===== src/rtl/inmp441_rx.sv =====
// I2S master receiver for a 24-bit INMP441-style microphone: generates sck/ws,
// captures the left slot MSB-first and hands samples out through a 1-deep valid/ready register.
module inmp441_rx #(
  parameter int CLK_DIV  = 8,
  parameter int SAMPLE_W = 24
) (
  input  logic                       clk,
  input  logic                       rst,
  input  logic                       en,
  output logic                       sck,
  output logic                       ws,
  output logic                       lr,
  input  logic                       sd,
  output logic signed [SAMPLE_W-1:0] sample_data,
  output logic                       sample_valid,
  input  logic                       sample_ready,
  output logic                       overrun
);

  localparam int DIV_W = (CLK_DIV > 2) ? $clog2(CLK_DIV) : 1;
  localparam logic [DIV_W-1:0] DIV_MAX  = DIV_W'(CLK_DIV - 1);
  localparam logic [5:0]       LAST_BIT = 6'(SAMPLE_W - 1);
  localparam logic [5:0]       BIT_IDLE = 6'd63;
  localparam logic [5:0]       BIT_WS_R = 6'd32;

  typedef enum logic {
    IDLE = 1'b0,
    RUN  = 1'b1
  } state_t;

  state_t                state_q, state_d;
  logic [DIV_W-1:0]      div_cnt_q, div_cnt_d;
  logic [5:0]            bit_cnt_q, bit_cnt_d;
  logic                  sck_q, sck_d;
  logic                  ws_q, ws_d;
  logic [SAMPLE_W-1:0]   shift_q, shift_d;
  logic                  done_q, done_d;
  logic [SAMPLE_W-1:0]   data_q, data_d;
  logic                  valid_q, valid_d;
  logic                  overrun_q, overrun_d;

  always_ff @(posedge clk or posedge rst) begin
    if (rst) begin
      state_q   <= IDLE;
      div_cnt_q <= '0;
      bit_cnt_q <= BIT_IDLE;
      sck_q     <= 1'b0;
      ws_q      <= 1'b1;
      shift_q   <= '0;
      done_q    <= 1'b0;
      data_q    <= '0;
      valid_q   <= 1'b0;
      overrun_q <= 1'b0;
    end else begin
      state_q   <= state_d;
      div_cnt_q <= div_cnt_d;
      bit_cnt_q <= bit_cnt_d;
      sck_q     <= sck_d;
      ws_q      <= ws_d;
      shift_q   <= shift_d;
      done_q    <= done_d;
      data_q    <= data_d;
      valid_q   <= valid_d;
      overrun_q <= overrun_d;
    end
  end

  always_comb begin
    state_d   = state_q;
    div_cnt_d = div_cnt_q;
    bit_cnt_d = bit_cnt_q;
    sck_d     = sck_q;
    ws_d      = ws_q;
    shift_d   = shift_q;
    done_d    = 1'b0;
    data_d    = data_q;
    valid_d   = valid_q;
    overrun_d = overrun_q;

    case (state_q)
      IDLE: begin
        sck_d     = 1'b0;
        ws_d      = 1'b1;
        div_cnt_d = '0;
        bit_cnt_d = BIT_IDLE;
        shift_d   = '0;
        if (en) begin
          state_d   = RUN;
          overrun_d = 1'b0;
        end
      end
      RUN: begin
        if (!en) begin
          // Abort: the partially shifted word is dropped, the output register is left alone.
          state_d   = IDLE;
          sck_d     = 1'b0;
          ws_d      = 1'b1;
          div_cnt_d = '0;
          bit_cnt_d = BIT_IDLE;
          shift_d   = '0;
        end else if (div_cnt_q == DIV_MAX) begin
          div_cnt_d = '0;
          sck_d     = ~sck_q;
          if (sck_q) begin
            // Falling sck edge: advance the slot counter and sample sd in the left slot.
            bit_cnt_d = bit_cnt_q + 6'd1;
            if (bit_cnt_d == 6'd0) ws_d = 1'b0;
            if (bit_cnt_d == BIT_WS_R) ws_d = 1'b1;
            if (bit_cnt_q <= LAST_BIT) shift_d = {shift_q[SAMPLE_W-2:0], sd};
            done_d = (bit_cnt_q == LAST_BIT);
          end
        end else begin
          div_cnt_d = div_cnt_q + DIV_W'(1);
        end
      end
      default: state_d = IDLE;
    endcase

    if (done_q) begin
      data_d  = shift_q;
      valid_d = 1'b1;
      if (valid_q && !sample_ready) overrun_d = 1'b1;
    end else if (valid_q && sample_ready) begin
      valid_d = 1'b0;
    end
  end

  assign sck          = sck_q;
  assign ws           = ws_q;
  assign lr           = 1'b0;
  assign sample_data  = data_q;
  assign sample_valid = valid_q;
  assign overrun      = overrun_q;

endmodule


===== config.mk =====
export PLATFORM = sky130hd
export DESIGN_NAME = inmp441_rx
export DESIGN_NICKNAME = d
export VERILOG_FILES = /design/src/rtl/inmp441_rx.sv
export SDC_FILE = /design/constraint.sdc
export NUM_CORES = 1
export LEC_CHECK = 0
export BUFFER_PORTS_ARGS = -buffer_cell sky130_fd_sc_hd__clkbuf_2
export CORE_MARGIN = 2
export CORE_UTILIZATION = 39
export DETAILED_ROUTE_END_ITERATION = 7
export GPL_TIMING_DRIVEN = 0
export PLACE_DENSITY = 0.61
export SLEW_MARGIN = 25
export SYNTH_ARGS = -nofsm -noshare
export SYNTH_HDL_FRONTEND = slang
export SYNTH_SLANG_ARGS = --single-unit

===== constraint.sdc =====
create_clock -name clk -period 3.4 [get_ports clk]
set_input_delay 0.51 -clock clk [delete_from_list [all_inputs] [get_ports clk]]
set_output_delay 0.51 -clock clk [all_outputs]
set_load 0.005 [all_outputs]

==> flow_summary_export.csv <==
group,metric,value,unit
layout,drive_above_1_share,34.3,%
layout,diodes,0,
cts,cts_made_buffers,9,
power_and_ir_drop,p_clk_share,45.2,%
synthesis,ys_seq_elements,63,
power_and_ir_drop,leakagePower,0.00145,uW
timing,whs,128,ps
critical_path,critical_path.cell_chain,"ha_1, ha_1, buf_4, nand2_2, or3b_1, buf_2, buf_6, nand2_1, a21oi_1",
cts,clkTransAtPathRegs,70,ps
route,drtIter0Drc,92,
synthesis,synth_seq_area_share,62.3,%
route,antenna_left,0,
global_route,grt_pass1_wl,7770,um
global_route,grt_overflow,0,
job,cap_violations,0,
global_route,grt_max_degree,38,
route,wl_per_cell,13.3,um
placement,gp_congestion,0.708,
floorplan,dieArea,7180,sq um
synthesis,syn-instance-count,219,
cts,clock_latency,350,ps
critical_path,cp_max_fo,10,
critical_path,cp_common_cell,"ha_1",
power_and_ir_drop,power_frac_seq,52.6,%
layout,syn2layout_area_growth,18.7,%
synthesis,synth.avg_cell_area,11.6,sq um
timing,drv_slew,0,
cts,cts_hold_buf,0,
critical_path,startpoint,"div_cnt_q[0]",
synthesis,ys_warn_count,0,
timing,fin_crit_sh,54.0,%
global_route,grt_pass1_vias,1605,
synthesis,synthesis.nets,227,
floorplan,ios,34,
layout,fin_nets,271,
cts,ctsResizeCount,0,
synthesis,ys_types,34,
critical_path,r2r_end,"shift_q[22]",
critical_path,crit_path_end,"shift_q[22]",
cts,cts_max_path_buffers,2,
timing,setup_viol_count_final,0,
power_and_ir_drop,p_sw,317,uW
power_and_ir_drop,power.total,1430,uW
floorplan,die_h,84.8,um
timing,period_needed,1840,ps
timing,rsz0062_at_grt,"false",
placement,portBuffers,32,
timing,fin_skew,9.36,ps
critical_path,crit_path_start_kind,"flop",
route,dr.pass1.iters,4,
critical_path,cpPeakStageDelay,360,ps
timing,final-hold-violation-count,0,
layout,nFillCells,623,
critical_path,r2r_slack,1560,ps
hold_path,min_path_type,"in2async",
route,drc,0,
critical_path,worstPathArrival,2050,ps
layout,utilization,47.8,%
cts,cts-root-buf,"clkbuf_8",
critical_path,cpMaxStageDelayCell,"or3b_1",
power_and_ir_drop,power-per-cell-area,473,nW/um^2
global_route,grt_usage,14.3,%
critical_path,reg2reg_from,"div_cnt_q[0]",
power_and_ir_drop,cell_internal_pwr,1110,uW
global_route,antenna_found_initial,0,
critical_path,cp.required,3610,ps
critical_path,worstSetupPathType,"reg2reg",
power_and_ir_drop,ir_worst_vdd,224,uV
power_and_ir_drop,swShare,22.2,%
cts,clock-sinks,63,
floorplan,fp.coreArea,6310,sq um
floorplan,row_count,29,
route,vias,1681,
floorplan,initial_utilization,40.3,%
cts,cts-htree-levels,3,
cts,postCtsSetupBuffers,0,
timing,fmax,545,MHz
outcome,outcome,"completed",
critical_path,rr_worst_depth,9,
power_and_ir_drop,p_comb_share,2.2,%
route,viasPerCell,4.87,
floorplan,die_width,84.8,um
placement,dpl.hpwl,3030,um
critical_path,cp-end-kind,"flop",
timing,fin_setup_tns,0,ps
cts,cts_tree,"yes",
route,routed_wirelength,4580,um
synthesis,syn-cell-area,2540,sq um
-- per-layer routing --
metal	routed length (um)	global-route usage, %
met1	2250	19.7
met2	2020	19.8
met3	223	5.11
met4	83	7.36
met5	0	0
-- cells by family (layout without fill, tap and decap cells) --
kind of cell	Yosys count	count (layout)	synth area share [%]
and+or+nand+nor	75	75	13.2
other	1	1	0.147
buffers and inverters	15	64	3.54
muxes	24	24	10.6
xor gates and xnor gates	4	4	1.38
DFF	63	63	62.3
AOI/OAI and AO/OA	34	34	7.33
adders and majority gates	3	3	1.48
-- layout make-up --
cell class                 instances  area [sq um]  share of cell area, %
clock inverter                     6          60.1                   1.99
sequential                        63          1590                   52.5
multi-input combinational        141           868                   28.7
timing repair buffer              33           180                   5.97
inverter                           2          10.0                  0.331
tap                               77          96.3                   3.19
buffer                            13          82.6                   2.73
clock buffer                      10           138                   4.56
-- synth_stat cells (all sizes together) --
| cell type | count | area share, % |
|---|---|---|
| a211o | 1 | 0.34 |
| a21boi | 1 | 0.30 |
| a21o | 1 | 0.30 |
| a21oi | 25 | 4.9 |
| a31oi | 2 | 0.49 |
| a32o | 1 | 0.39 |
| and2 | 1 | 0.25 |
| and3 | 2 | 0.49 |
| and4 | 1 | 0.34 |
| buf | 9 | 2.7 |
| clkbuf | 4 | 0.59 |
| conb | 1 | 0.15 |
| dfrtp | 56 | 55 |
| dfstp | 7 | 7.2 |
| ha | 3 | 1.5 |
| inv | 2 | 0.30 |
| mux2 | 24 | 11 |
| nand2 | 54 | 8.1 |
| nand2b | 1 | 0.25 |
| nand3 | 4 | 0.79 |
| nand4 | 1 | 0.25 |
| nand4b | 1 | 0.34 |
| nor2 | 3 | 0.44 |
| nor3 | 3 | 0.59 |
| nor3b | 2 | 0.79 |
| o21ai | 3 | 0.59 |
| or3 | 1 | 0.25 |
| or3b | 1 | 0.34 |
| xnor2 | 3 | 1.0 |
| xor2 | 1 | 0.34 |
-- worst min-delay path by stage --
stage,startpoint,endpoint,cells past startpoint
2_1_floorplan,div_cnt_q[0],div_cnt_q[0],1
3_3_place_gp,div_cnt_q[0],div_cnt_q[0],1
3_5_place_dp,div_cnt_q[0],div_cnt_q[0],1
4_1_cts,rst,sample_data[11],2
5_1_grt,rst,shift_q[11],2
6_report,rst,shift_q[11],2
-- worst max-delay path: cells and delay by family, from the launching register on --
family / cells / cell delay (ps)
simple gates: 3 / 540
buf+inv: 3 / 460
flops: 1 / 350
fa+ha+maj: 2 / 290
compound gates: 1 / 70
-- state kept, by name, summed over array words and instances, names as in the netlist, 3 cells and up --
| name | count |
|---|---|
| shift_q | 24 |
| div_cnt_q | 3 |
| bit_cnt_q | 6 |
| sample_data | 24 |
-- through the flow --
step | worst slack, ps | instances | area [sq um]
5_1_grt | 1380 | 345 | 3020
3_5_place_dp | 1560 | 329 | 2820
3_3_place_gp | 553 | 328 | 2800
2_1_floorplan | 1330 | 219 | 2540
4_1_cts | 1540 | 345 | 3020
6_report | 1560 | 345 | 3020
-- power groups by stage --
stage / registers, uW / logic [uW] / clock network (uW)
after floorplan: 766 / 19.6 / 0
after global placement: 766 / 30.0 / 0
after CTS: 752 / 33.7 / 662
after global routing: 752 / 37.6 / 703
final: 752 / 31.8 / 646
after detailed placement: 766 / 33.6 / 0
-- layout by cell type, fill, tap and decap left out, types with 2 or more instances in the layout --
master      instances
a21oi_1            25
a31oi_1             2
and3_1              2
buf_2               3
buf_4               4
buf_6               2
clkbuf_1            4
clkbuf_2           32
clkbuf_8           10
clkinv_2            3
clkinvlp_4          2
dfrtp_1            56
dfstp_2             7
ha_1                3
mux2_2             24
nand2_1            53
nand3_1             4
nor2_1              3
nor3_1              3
o21ai_0             3
xnor2_1             3
Power figures use the tool's default switching activity.
